==> src/rtl/mmc_pkg.sv <==
// Shared types and constants for the match tracker: who codes, event record types,
// tracker FSM states and the packed 8-bit event record.
package mmc_pkg;

    localparam logic [1:0] WHO_NONE   = 2'b00;
    localparam logic [1:0] WHO_LOSER  = 2'b01;
    localparam logic [1:0] WHO_WINNER = 2'b10;

    localparam logic [1:0] EVT_GAME  = 2'b01;
    localparam logic [1:0] EVT_MATCH = 2'b10;
    localparam logic [1:0] EVT_ERROR = 2'b11;

    typedef enum logic [1:0] {
        ST_PLAY      = 2'b00,
        ST_MATCH_LOG = 2'b01,
        ST_DONE      = 2'b10
    } mmc_trk_state_t;

    typedef struct packed {
        logic [1:0] kind;
        logic [1:0] who;
        logic [3:0] score;
    } mmc_evt_t;

    function automatic mmc_evt_t mk_evt(input logic [1:0] kind,
                                        input logic [1:0] who,
                                        input logic [3:0] score);
        mmc_evt_t e;
        e.kind  = kind;
        e.who   = who;
        e.score = score;
        return e;
    endfunction

endpackage

==> src/rtl/mmc_evt_fifo.sv <==
// Synchronous event FIFO with drop-on-full and a sticky overflow flag.
// A push into a full FIFO is accepted when a pop happens in the same cycle.
module mmc_evt_fifo
    import mmc_pkg::*;
#(
    parameter int DEPTH = 4,
    parameter int WIDTH = 8
) (
    input  logic             i_clk,
    input  logic             i_rst_n,
    input  logic             i_push,
    input  logic [WIDTH-1:0] i_data,
    input  logic             i_pop,
    output logic             o_valid,
    output logic [WIDTH-1:0] o_data,
    output logic             o_overflow
);

    localparam int AW = $clog2(DEPTH);

    logic [WIDTH-1:0] r_mem [DEPTH];
    logic [AW:0]      r_wr_ptr;
    logic [AW:0]      r_rd_ptr;
    logic             r_overflow;

    logic w_empty;
    logic w_full;
    logic w_pop;
    logic w_push_ok;

    // Pointers carry one extra wrap bit so full and empty can be told apart.
    assign w_empty   = (r_wr_ptr == r_rd_ptr);
    assign w_full    = (r_wr_ptr[AW] != r_rd_ptr[AW]) &&
                       (r_wr_ptr[AW-1:0] == r_rd_ptr[AW-1:0]);
    assign w_pop     = i_pop && !w_empty;
    assign w_push_ok = i_push && (!w_full || w_pop);

    always_ff @(posedge i_clk) begin
        if (!i_rst_n) begin
            r_wr_ptr   <= '0;
            r_rd_ptr   <= '0;
            r_overflow <= 1'b0;
        end else begin
            if (w_push_ok) begin
                r_wr_ptr <= r_wr_ptr + 1'b1;
            end
            if (w_pop) begin
                r_rd_ptr <= r_rd_ptr + 1'b1;
            end
            if (i_push && !w_push_ok) begin
                r_overflow <= 1'b1;
            end
        end
    end

    always_ff @(posedge i_clk) begin
        if (w_push_ok) begin
            r_mem[r_wr_ptr[AW-1:0]] <= i_data;
        end
    end

    assign o_valid    = !w_empty;
    assign o_data     = w_empty ? '0 : r_mem[r_rd_ptr[AW-1:0]];
    assign o_overflow = r_overflow;

endmodule

==> src/rtl/mmc_match_tracker.sv <==
// Best-of-N match tracker: edge-detects the game block's outputs, keeps game scores
// and a per-game round count, and reports GAME/MATCH/ERROR records through a FIFO.
module mmc_match_tracker
    import mmc_pkg::*;
#(
    parameter int GAMES_TO_WIN = 3,
    parameter int FIFO_DEPTH   = 4
) (
    input  logic       clk,
    input  logic       rst_n,
    input  logic       winner,
    input  logic       loser,
    input  logic       gameover,
    input  logic [1:0] who,
    input  logic       new_match,
    input  logic       evt_ready,
    output logic       evt_valid,
    output logic [7:0] evt_data,
    output logic [3:0] score_w,
    output logic [3:0] score_l,
    output logic [7:0] rounds,
    output logic       match_over,
    output logic [1:0] match_who,
    output logic       evt_overflow
);

    localparam logic [3:0] L_TARGET = 4'(GAMES_TO_WIN);

    mmc_trk_state_t r_state;
    mmc_trk_state_t w_state_next;

    logic       r_winner_q;
    logic       r_loser_q;
    logic       r_gameover_q;
    logic [3:0] r_score_w;
    logic [3:0] r_score_l;
    logic [7:0] r_rounds;
    logic       r_match_over;
    logic [1:0] r_match_who;
    logic       r_nm_pending;

    logic       w_win_rise;
    logic       w_los_rise;
    logic       w_go_rise;
    logic       w_restart;
    logic [3:0] w_score_w_inc;
    logic [3:0] w_score_l_inc;
    logic [1:0] w_match_side;
    logic [3:0] w_match_score;
    logic [8:0] w_rounds_sum;
    logic [7:0] w_rounds_sat;

    logic       w_push;
    mmc_evt_t   w_push_data;
    logic       w_inc_w;
    logic       w_inc_l;
    logic       w_clear_all;
    logic       w_clear_rounds;
    logic       w_set_match;
    logic       w_defer_nm;

    assign w_win_rise    = winner   && !r_winner_q;
    assign w_los_rise    = loser    && !r_loser_q;
    assign w_go_rise     = gameover && !r_gameover_q;
    assign w_score_w_inc = r_score_w + 4'd1;
    assign w_score_l_inc = r_score_l + 4'd1;

    // A new_match seen during MATCH_LOG is parked in r_nm_pending and acts one cycle later.
    assign w_restart = r_nm_pending || (new_match && (r_state != ST_MATCH_LOG));

    assign w_match_side  = (r_score_w == L_TARGET) ? WHO_WINNER : WHO_LOSER;
    assign w_match_score = (r_score_w == L_TARGET) ? r_score_w : r_score_l;

    assign w_rounds_sum = {1'b0, r_rounds} + 9'(w_win_rise) + 9'(w_los_rise);
    assign w_rounds_sat = w_rounds_sum[8] ? 8'hFF : w_rounds_sum[7:0];

    always_comb begin
        w_state_next   = r_state;
        w_push         = 1'b0;
        w_push_data    = mk_evt(2'b00, WHO_NONE, 4'd0);
        w_inc_w        = 1'b0;
        w_inc_l        = 1'b0;
        w_clear_all    = 1'b0;
        w_clear_rounds = 1'b0;
        w_set_match    = 1'b0;
        w_defer_nm     = 1'b0;

        case (r_state)
            ST_PLAY: begin
                if (w_restart) begin
                    w_clear_all = 1'b1;
                end else if (w_go_rise) begin
                    if (who == WHO_WINNER) begin
                        w_inc_w        = 1'b1;
                        w_clear_rounds = 1'b1;
                        w_push         = 1'b1;
                        w_push_data    = mk_evt(EVT_GAME, WHO_WINNER, w_score_w_inc);
                        if (w_score_w_inc == L_TARGET) begin
                            w_state_next = ST_MATCH_LOG;
                        end
                    end else if (who == WHO_LOSER) begin
                        w_inc_l        = 1'b1;
                        w_clear_rounds = 1'b1;
                        w_push         = 1'b1;
                        w_push_data    = mk_evt(EVT_GAME, WHO_LOSER, w_score_l_inc);
                        if (w_score_l_inc == L_TARGET) begin
                            w_state_next = ST_MATCH_LOG;
                        end
                    end else begin
                        w_push      = 1'b1;
                        w_push_data = mk_evt(EVT_ERROR, who, 4'd0);
                    end
                end
            end
            ST_MATCH_LOG: begin
                w_push       = 1'b1;
                w_push_data  = mk_evt(EVT_MATCH, w_match_side, w_match_score);
                w_set_match  = 1'b1;
                w_defer_nm   = new_match;
                w_state_next = ST_DONE;
            end
            ST_DONE: begin
                if (w_restart) begin
                    w_clear_all  = 1'b1;
                    w_state_next = ST_PLAY;
                end
            end
            default: begin
                w_state_next = ST_PLAY;
            end
        endcase
    end

    always_ff @(posedge clk) begin
        if (!rst_n) begin
            r_state <= ST_PLAY;
        end else begin
            r_state <= w_state_next;
        end
    end

    // A game clear or match restart takes priority over round edges in the same cycle.
    always_ff @(posedge clk) begin
        if (!rst_n) begin
            r_winner_q   <= 1'b0;
            r_loser_q    <= 1'b0;
            r_gameover_q <= 1'b0;
            r_score_w    <= 4'd0;
            r_score_l    <= 4'd0;
            r_rounds     <= 8'd0;
            r_match_over <= 1'b0;
            r_match_who  <= WHO_NONE;
            r_nm_pending <= 1'b0;
        end else begin
            r_winner_q   <= winner;
            r_loser_q    <= loser;
            r_gameover_q <= gameover;
            if (w_clear_all) begin
                r_score_w    <= 4'd0;
                r_score_l    <= 4'd0;
                r_rounds     <= 8'd0;
                r_match_over <= 1'b0;
                r_match_who  <= WHO_NONE;
                r_nm_pending <= 1'b0;
            end else begin
                if (w_inc_w) begin
                    r_score_w <= w_score_w_inc;
                end
                if (w_inc_l) begin
                    r_score_l <= w_score_l_inc;
                end
                if (w_set_match) begin
                    r_match_over <= 1'b1;
                    r_match_who  <= w_match_side;
                end
                if (w_defer_nm) begin
                    r_nm_pending <= 1'b1;
                end
                r_rounds <= w_clear_rounds ? 8'd0 : w_rounds_sat;
            end
        end
    end

    mmc_evt_fifo #(
        .DEPTH (FIFO_DEPTH),
        .WIDTH (8)
    ) u_evt_fifo (
        .i_clk      (clk),
        .i_rst_n    (rst_n),
        .i_push     (w_push),
        .i_data     (w_push_data),
        .i_pop      (evt_ready),
        .o_valid    (evt_valid),
        .o_data     (evt_data),
        .o_overflow (evt_overflow)
    );

    assign score_w    = r_score_w;
    assign score_l    = r_score_l;
    assign rounds     = r_rounds;
    assign match_over = r_match_over;
    assign match_who  = r_match_who;

endmodule

==> config.mk <==
export PLATFORM = sky130hd
export DESIGN_NAME = mmc_match_tracker
export DESIGN_NICKNAME = d
export VERILOG_FILES = /design/src/rtl/mmc_pkg.sv /design/src/rtl/mmc_evt_fifo.sv /design/src/rtl/mmc_match_tracker.sv
export SDC_FILE = /design/constraint.sdc
export NUM_CORES = 1
export LEC_CHECK = 0
export CORE_UTILIZATION = 25
export DETAILED_ROUTE_END_ITERATION = 8
export REMOVE_ABC_BUFFERS = 1
export SLEW_MARGIN = 20
export SYNTH_ARGS = -nofsm -noshare
export SYNTH_HDL_FRONTEND = slang
export SYNTH_HIERARCHICAL = 1
export SYNTH_SLANG_ARGS = --single-unit
==> constraint.sdc <==
create_clock -name clk -period 5.5 [get_ports clk]
set_clock_uncertainty 0.2 [all_clocks]
set_input_delay 1.375 -clock clk [delete_from_list [all_inputs] [get_ports clk]]
set_output_delay 1.375 -clock clk [all_outputs]
set_load 0.05 [all_outputs]
# Word level (Yosys, flattened, before mapping)
# Memories as Yosys holds them, arrays and structs flattened. A register that Yosys moved wholly into a read port is not among the register bits.
# Index checks and enable logic that the tools add are counted.
# W data, S select, Z words.
dict set report totals {
  ff_bits 32
  ramBits 32
  inputBits 9
  out_inout_bits 29
  mem_count 1
}
# memory depth width read_ports rd_ports_with_merged_regs write_ports line_no
set memory_table {}
lappend memory_table {u_evt_fifo.r_mem 4 8 1 1 1 mmc_evt_fifo.sv:21} ;# logic [WIDTH-1:0] r_mem [DEPTH];
dict set report op_classes {
  addsub 6
  eq_ne 17
  n_mux 41
  bitwise_logic 1
  reduce_logical 21
}
# cell count
set op_table {}
lappend op_table {{$mux W8} 6}
lappend op_table {{$mux W1} 21}
lappend op_table {{$mux W2} 10}
lappend op_table {{$pmux W8 S2} 1}
lappend op_table {{$eq A4 B2 Y1 const B} 3}
lappend op_table {{$add A8 B1 Y9} 1}
lappend op_table {{$add A9 B1 Y9} 1}
lappend op_table {{$ne A3 B3 Y1 const B} 3}
lappend op_table {{$add A4 B1 Y4 const B} 2}
lappend op_table {{$logic_and A1 B1 Y1} 8}
lappend op_table {{$add A3 B1 Y3 const B} 2}
lappend op_table {{$logic_not A1 Y1} 6}
lappend op_table {{$ne A2 B2 Y1 const B} 3}
lappend op_table {{$pmux W2 S3} 1}
lappend op_table {{$reduce_and A6 Y1} 1}
lappend op_table {{$eq A2 B1 Y1 const B} 2}
lappend op_table {{$eq A2 B2 Y1 const B} 2}
lappend op_table {{$mux W4} 1}
lappend op_table {{$reduce_or A2 Y1} 2}
lappend op_table {{$eq A3 B3 Y1} 1}
lappend op_table {{$reduce_or A3 Y1} 1}
lappend op_table {{$eq A2 B2 Y1} 1}
lappend op_table {{$logic_not A2 Y1} 1}
lappend op_table {{$logic_or A1 B1 Y1} 2}
lappend op_table {{4 further kinds} 4}

# Longest topological paths before layout
# Gate-level depths: netlist of the first run.
dict set report depth {
  ltp_word 8
  depth_mapped 7
  ltp_nobuf 7
}

# Modules after synthesis
# The synthesis of the first run kept the hierarchy.
# mod n_inst cells_each area_per_inst_um2 seq_area_each_um2
set by_module_without_submodules {}
lappend by_module_without_submodules {mmc_evt_fifo 1 99 1684.1 1141.1}
lappend by_module_without_submodules {mmc_match_tracker 1 159 1363.8 500.5}

# Least setup slack after synthesis of the first run
# No wires, ideal clock.
dict set report synth_timing {
  path_type {register to output}
  from {register u_evt_fifo.r_wr_ptr[1]}
  to {output port evt_data[0]}
  arrival_time_ns 1.604
  required_time_ns 3.925
  setup_slack_ns 2.321
  path_stages_with_launch 4
  path_buffers 0
  path_cell_list {dfxtp_1 > xor2_1 > nor3_1 > nor2b_1}
}
dict set report synth_between {
  elab_chain_len 2
}
# item line_no
set synth_rtl {}
lappend synth_rtl {{start: declaration} mmc_evt_fifo.sv:22} ;# logic [AW:0] r_wr_ptr;
lappend synth_rtl {{start signal: assignment} mmc_evt_fifo.sv:45} ;# r_wr_ptr <= r_wr_ptr + 1'b1;
lappend synth_rtl {{$eq A3 B3 Y1} mmc_evt_fifo.sv:32} ;# assign w_empty = (r_wr_ptr == r_rd_ptr);
lappend synth_rtl {{$mux W8} mmc_evt_fifo.sv:63} ;# assign o_data = w_empty ? '0 : r_mem[r_rd_ptr[AW-1:0]];
lappend synth_rtl {{end: declaration} mmc_match_tracker.sv:18} ;# output logic [7:0] evt_data,
# No other way between the ends.

==> run summary, run 1 <==
Clk Latency, worst-skew pair - 330 ps
fraction of registers with async set or reset after synthesis - 0
GRT overflow - 0
drc violations - 0
Max VDD drop - 0.214 mV
Worst Hold Endpoint - match_who[1]$_SDFFE_PP0P_
CTS tree - yes
cell depth of the worst min-delay path - 2
Chip Width - 112 um
Max Cap Viol - 0
synthesized instance count - 258
final setup vio count - 0
YS warnings - 6
FMAX - 0.251 GHz
synth top area cells - edfxtp_1 (32%), dfxtp_1 (22%), mux4_2 (5.9%)
combined area of the multi-input logic cells - 1320 sq um
RSZ-0062 raised after global routing - false
initial core utilization - 0.261
die footprint - 12600 sq um
critical path class - reg -> out
Worst EP arrival - 2410 ps
Filler cells - 1142
Mapped Area - 3050 sq um
Die Ht - 112 um
R2R Path End - u_evt_fifo/r_mem[0][6]$_DFFE_PP_
synth cell count leaders - dfxtp_1 (34), edfxtp_1 (32), nor2_1 (24), a21oi_1 (14), nand2_1 (14)
Setup WS pre-CTS - 1720 ps
Synth Flop Type - dfxtp_1
Avg Cell Area, Syn - 11.8 sq um
routability cong. - 0.788
Setup TNS Final - 0 ps
sequential area share after synthesis - 0.539
aggregate global-route resource usage - 0.105
Tightest Hold Check Type - reg -> reg
# port buffers - 37
reg2reg setup slack - 3260 ps
worst endpoint required time - 3920 ps
hold_ws - 271 ps
number of gates resized after cts - 0
H-tree levels - 3
I/O pins - 38
Detail Route Antenna Nets - 0
Period minus WS final - 3990 ps
hold-fix buffers at CTS - 0
P&R area growth vs syn - 27.4%
CORE AREA - 11700 sq um
worst-margin pin slew - 632 ps
vias per std cell - 4.55
Antenna Cells - 0
largest area contributor in the netlist - edfxtp_1
Post-CTS Setup Repair Bufs - 0
drt initial violations - 43
share of layout cells above drive strength 1 - 0.124
Avg WL per Cell - 13.6 um
post-DP HPWL - 4370 um
status - complete, no violations
Final nets - 324
Sequential Area - 1640 sq um
row count - 39
vias in the first global route - 2037
Final Hold Vio Count - 0
first-pass GRT wire length - 10100 um
total vias in the final route - 2041
Max-slew headroom - 0.577
final wirelength - 6120 um
worst min-delay path startpoint - match_who[1]$_SDFFE_PP0P_
Slew Viols, Final - 0
Crit. End Element - output port
post-synth top area share - 0.315
Final period util - 0.725
critical path fanouts, max - 8
Power Density - 332 nW/um^2
Pre-antenna DRT Iters - 4
maximum clock insertion buffer count - 2
most common cell in the netlist - dfxtp_1
Post-synth EDFFs - 32
TritonCTS Buffers - 9
FF+latch count, synth - 66
startpoint class of the critical path - flip-flop
synth unique cells - 47
Root Driver - clkbuf_16
clock sinks - 66
largest net degree at the start of global routing - 17
initial antenna violation count - 0
worst r2r src - r_nm_pending$_SDFFE_PP0P_
Static Leakage - 1.37 nW
final worst setup slack - 1510 ps
cells on worst reg2reg path - 5
clk slew on worst S/H paths - 60 ps
kinds of logic after synthesis:
| group | share of synthesized area |
|---|---|
| AOI/OAI and AO/OA | 0.0870 |
| xor gates and xnor gates | 0.0517 |
| adders and majority gates | 0.0599 |
| buffers and inverters | 0.0279 |
| DFF | 0.539 |
| muxes | 0.0657 |
| and+or+nand+nor | 0.169 |
cell type report:
cell class | instances | share of cell area
sequential | 66 | 0.423
clock buffer | 9 | 0.0580
inverter | 12 | 0.0119
multi-input combinational | 173 | 0.340
timing repair buffer | 39 | 0.0993
clock inverter | 7 | 0.0216
tap | 143 | 0.0461
flip-flops by register name, indices dropped and copies added (netlist names), named ones only:
register,count
rounds,8
r_state,2
match_over,1
r_nm_pending,1
u_evt_fifo/r_wr_ptr,3
r_gameover_q,1
score_w,4
u_evt_fifo/r_rd_ptr,3
u_evt_fifo/o_overflow,1
r_loser_q,1
match_who,2
score_l,4
r_winner_q,1
u_evt_fifo/r_mem,32
critical path, cell delays in order, from the launching register on:
cell,delay [ps]
dfxtp_1,660
mux4_2,590
nor2b_1,140
clkdlybuf4s50_1,690
power by group:
group,internal [mW],switching (mW)
Combinational,0.0681,0.102
Sequential,0.524,0.0129
Clock,0.359,0.223
Total,0.952,0.338
how the worst max path moves through the flow:
stage / endpoint / cells after the start / slack, ps
2_1_floorplan: evt_data[0] / 3 / 2320
4_1_cts: evt_data[0] / 3 / 1460
3_5_place_dp: u_evt_fifo/r_mem[0][2]$_DFFE_PP_ / 6 / 1720
5_1_grt: evt_data[0] / 3 / 1380
3_3_place_gp: u_evt_fifo/r_mem[0][3]$_DFFE_PP_ / 6 / 1780
6_report: evt_data[0] / 3 / 1510
stage by stage:
step	cell area, sq um	util	instances	power (mW)
2_1_floorplan	3010	-	251	0.661
3_3_place_gp	3570	0.306	433	0.719
3_5_place_dp	3570	0.306	433	0.721
4_1_cts	3880	0.333	449	1.31
5_1_grt	3880	0.333	449	1.34
6_report	3880	0.333	449	1.29
metal layers:
metal,vias to the layer above,GRT usage,share of wire
met5,-,0,0
met4,0,0.0436,0.0034
met3,5,0.0313,0.042
met2,52,0.167,0.48
met1,962,0.132,0.47
li1,1022,-,-
layout by cell type, fill, tap and decap left out, types with 3 or more instances in the layout:
cell	Yosys	final
clkdlybuf4s50_1	0	37
dfxtp_1	34	34
edfxtp_1	32	32
nor2_1	24	24
a21oi_1	14	14
nand2_1	14	14
ha_1	13	13
nor2b_1	12	12
inv_1	11	11
xor2_1	11	11
clkbuf_16	0	9
o21ai_0	8	8
nand3_1	8	8
mux4_2	8	8
xnor2_1	7	7
and2_1	7	7
nand2b_1	5	5
nand4_1	5	5
nor3b_1	3	3
and3_1	3	3
inv_6	0	3
and2_2	3	3
No activity file was read; power rests on OpenSTA's default activity.
==> inputs of run 2 (changes only) <==
Clock period 5.5 ns to 3.5 ns, I/O delays scaled along.
==> run 2 against run 1 <==
Net effect:
- worst setup slack got worse by 1000 ps
- critical path depth unchanged
- largest cell class unchanged
- die area unchanged
- register-to-register slack got worse by 2000 ps
- flip-flop and latch count unchanged
- wire length increased by 2.1%
- global-route usage increased by 0.41 points
- count of clock-buffer cells in the layout increased by 1
- cell area decreased by 0.84%
- worst hold slack got worse by 5.8 ps
==> run summary, run 2 (synthesis results as in run 1) <==
status - complete, no violations
RSZ-0062 raised after global routing - false
Post-CTS Setup Repair Bufs - 0
GRT overflow - 0
maximum clock insertion buffer count - 2
worst min-delay path startpoint - match_who[1]$_SDFFE_PP0P_
Final nets - 325
Max-slew headroom - 0.527
FMAX - 0.330 GHz
Crit. End Element - output port
Period minus WS final - 3030 ps
startpoint class of the critical path - flip-flop
Worst EP arrival - 1960 ps
Power Density - 510 nW/um^2
Final Hold Vio Count - 0
P&R area growth vs syn - 26.3%
CORE AREA - 11700 sq um
Detail Route Antenna Nets - 0
Max Cap Viol - 0
share of layout cells above drive strength 1 - 0.156
final setup vio count - 0
clk slew on worst S/H paths - 50 ps
I/O pins - 38
routability cong. - 0.777
CTS tree - yes
total vias in the final route - 2051
drt initial violations - 53
row count - 39
Die Ht - 112 um
hold-fix buffers at CTS - 0
most common cell after layout, fill and taps aside - dfxtp_1
most frequent cells in the layout - dfxtp_1 (34), edfxtp_1 (32), clkdlybuf4s50_1 (28), nor2_1 (24)
Final period util - 0.866
H-tree levels - 3
die footprint - 12600 sq um
first-pass GRT wire length - 10800 um
number of gates resized after cts - 0
initial core utilization - 0.261
vias in the first global route - 2120
# port buffers - 37
TritonCTS Buffers - 9
Slew Viols, Final - 0
critical path fanouts, max - 8
Root Driver - clkbuf_16
Total Power - 1.96 mW
largest net degree at the start of global routing - 17
final wirelength - 6250 um
aggregate global-route resource usage - 0.109
Avg WL per Cell - 13.9 um
worst endpoint required time - 2420 ps
Max VDD drop - 0.265 mV
Setup TNS Final - 0 ps
drc violations - 0
initial antenna violation count - 0
clock sinks - 66
max reg flops - 32
worst r2r src - r_state[1]$_SDFFE_PN0P_
Clk Latency, worst-skew pair - 330 ps
vias per std cell - 4.56
post-DP HPWL - 4550 um
worst-margin pin slew - 707 ps
Tightest Hold Check Type - reg -> reg
Static Leakage - 1.38 nW
critical path class - reg -> out
Antenna Cells - 0
Chip Width - 112 um
Pre-antenna DRT Iters - 4
## run 2: area by class of cell
class / instances / area, sq um
clock inverter: 6 / 57.6
clock buffer: 10 / 229
tap: 143 / 179
timing repair buffer: 40 / 370
sequential: 66 / 1640
fill: 1159 / 7810
multi-input combinational: 173 / 1330
inverter: 12 / 46.3
## run 2: where the power goes
group	internal, mW	switching, mW	total [mW]
clock network	0.545	0.312	0.857
registers	0.825	0.0204	0.845
logic	0.0973	0.163	0.260
## run 2: per-stage QoR
stage	setup slack, ps	area, sq um	hold slack [ps]	instances	util
global route	330	3850	306	450	0.330
global placement	464	3560	267	434	0.305
floorplan	821	3010	283	251	-
finish	470	3850	265	450	0.330
CTS	162	3840	275	450	0.330
detailed placement	433	3560	268	434	0.305
## run 2: per-layer routing
metal | part of all wire | global-route usage
met1 | 0.48 | 0.141
met2 | 0.47 | 0.173
met3 | 0.032 | 0.0254
met4 | 0.013 | 0.0480
met5 | 0 | 0
## run 2: path summary, 6_finish.rpt
kind,to,slack (ps),depth (start not counted)
hold reg to reg,match_who[1]$_SDFFE_PP0P_,270,2
setup / recovery,evt_data[3],470,3
setup reg to reg,u_evt_fifo/r_mem[2][4]$_DFFE_PP_,1300,3
hold / removal,match_who[1]$_SDFFE_PP0P_,270,2
## run 2: critical path, stage by stage, from the launching register on
cell and delay, ps:
dfxtp_1 670, mux4_2 580, nor2b_1 160, buf_4 220
==> inputs of run 3 (changes only) <==
Settings changed: CORE_MARGIN set to 2.
==> run 3 against run 2 <==
Net effect:
- core utilization is 0.38 points lower
- sequential power hardly changed
- count of clock-buffer cells in the layout up 1
==> run summary, run 3 (synthesis results as in run 1) <==
status - complete, no violations
Util after Layout - 0.326
Worst EP arrival - 1930 ps
final setup vio count - 0
R2R Path End - u_evt_fifo/r_mem[0][0]$_DFFE_PP_
critical path class - reg -> out
Detail Route Antenna Nets - 0
clock sinks - 66
Final period util - 0.858
Sw Pwr - 0.493 mW
RSZ-0062 raised after global routing - false
# port buffers - 37
TritonCTS Buffers - 9
crit-path cells - mux4_2 -> nor2b_1 -> buf_4
GRT overflow - 0
clk slew on worst S/H paths - 50 ps
CTS tree - yes
CP endpoint - evt_data[2]
Pre-antenna DRT Iters - 4
Max Cap Viol - 0
largest net degree at the start of global routing - 17
cells on worst reg2reg path - 4
Max VDD drop - 0.196 mV
hold_ws - 269 ps
Sw Share - 0.234
CORE AREA - 12000 sq um
Post-CTS Setup Repair Bufs - 0
row count - 40
share of layout cells above drive strength 1 - 0.153
crit-path max cell delay - 660 ps
die footprint - 13100 sq um
H-tree levels - 3
Setup TNS Final - 0 ps
placed cells - 438
number of gates resized after cts - 0
Setup WS pre-CTS - 452 ps
Seq pwr share - 0.401
Clk Latency, worst-skew pair - 320 ps
Avg WL per Cell - 13.9 um
slowest cell on the critical path - dfxtp_1
final wirelength - 6320 um
Final nets - 325
P&R area growth vs syn - 28.1%
post-DP HPWL - 4550 um
initial antenna violation count - 0
aggregate global-route resource usage - 0.103
Max-slew headroom - 0.590
most frequent cells in the layout - dfxtp_1 (34), edfxtp_1 (32), clkdlybuf4s50_1 (28), nor2_1 (24)
final worst setup slack - 498 ps
critical path fanouts, max - 8
worst endpoint required time - 2420 ps
startpoint class of the critical path - flip-flop
Clk pwr share - 0.476
Slew Viols, Final - 0
reg2reg setup slack - 1300 ps
worst-margin pin slew - 611 ps
Power Density - 540 nW/um^2
Final Hold Vio Count - 0
worst r2r src - score_w[1]$_SDFFE_PP0P_
routability cong. - 0.773
most common cell after layout, fill and taps aside - dfxtp_1
initial core utilization - 0.255
Tightest Hold Check Type - reg -> reg
Die Ht - 114 um
Root Driver - clkbuf_16
I/O pins - 38
Total Power - 2.11 mW
Crit. End Element - output port
first-pass GRT wire length - 10400 um
Cell Count, Final, Fillers Out - 454
total vias in the final route - 2007
combinational fraction of design power - 0.123
P_int - 1.62 mW
vias in the first global route - 2040
vias per std cell - 4.42
Antenna Cells - 0
FMAX - 0.333 GHz
fin area - 3900 sq um
Chip Width - 114 um
Placed Area - 3570 sq um
Static Leakage - 1.40 nW
hold-fix buffers at CTS - 0
drt initial violations - 136
Period minus WS final - 3000 ps
max reg flops - 32
maximum clock insertion buffer count - 2
drc violations - 0
run 3: changes by cell type in the layout (fill, tap and decap cells not counted), sizes merged:
| cell | before | now |
|---|---|---|
| bufinv | 1 | 3 |
| clkbuf | 10 | 11 |
| clkinv | 5 | 2 |
run 3: cell type report:
class / instances / area (sq um)
fillers: 1182 / 8060
flip-flops and latches: 66 / 1640
multi-input cells: 173 / 1330
repair buffers: 40 / 370
clock buffers: 11 / 233
well taps: 147 / 184
clock inverters: 5 / 103
inverters: 12 / 46.3
run 3: worst min-delay path by stage:
stage                                              from                                  end  slack (ps)  cells after the start
floorplan           u_evt_fifo/r_wr_ptr[2]$_SDFFE_PN0P_  u_evt_fifo/r_wr_ptr[2]$_SDFFE_PN0P_         280                      2
global placement              match_who[1]$_SDFFE_PP0P_            match_who[1]$_SDFFE_PP0P_         270                      2
detailed placement              match_over$_SDFFE_PP0P_              match_over$_SDFFE_PP0P_         260                      2
CTS                           match_who[1]$_SDFFE_PP0P_            match_who[1]$_SDFFE_PP0P_         280                      2
global route                  match_who[1]$_SDFFE_PP0P_            match_who[1]$_SDFFE_PP0P_         290                      2
finish                        match_who[1]$_SDFFE_PP0P_            match_who[1]$_SDFFE_PP0P_         270                      2
run 3: layer usage:
metal,GRT usage,up-vias,routed length (um)
li1,-,1012,-
met1,0.136,950,3070
met2,0.158,38,2980
met3,0.0270,7,197
met4,0.0439,0,75
met5,0,-,0
run 3: critical path, delay by kind of cell, from the launching register on:
kind	cells	cell delay, ps
buffers and inverters	1	210
DFF	1	660
and+or+nand+nor	1	150
muxes	1	580
run 3: power by group through the flow:
stage	Combinational (mW)	Clock, mW	Sequential [mW]
floorplan	0.176	0	0.863
global placement	0.261	0	0.862
detailed placement	0.264	0	0.863
CTS	0.264	1.03	0.847
global route	0.280	1.06	0.849
finish	0.259	1.00	0.846
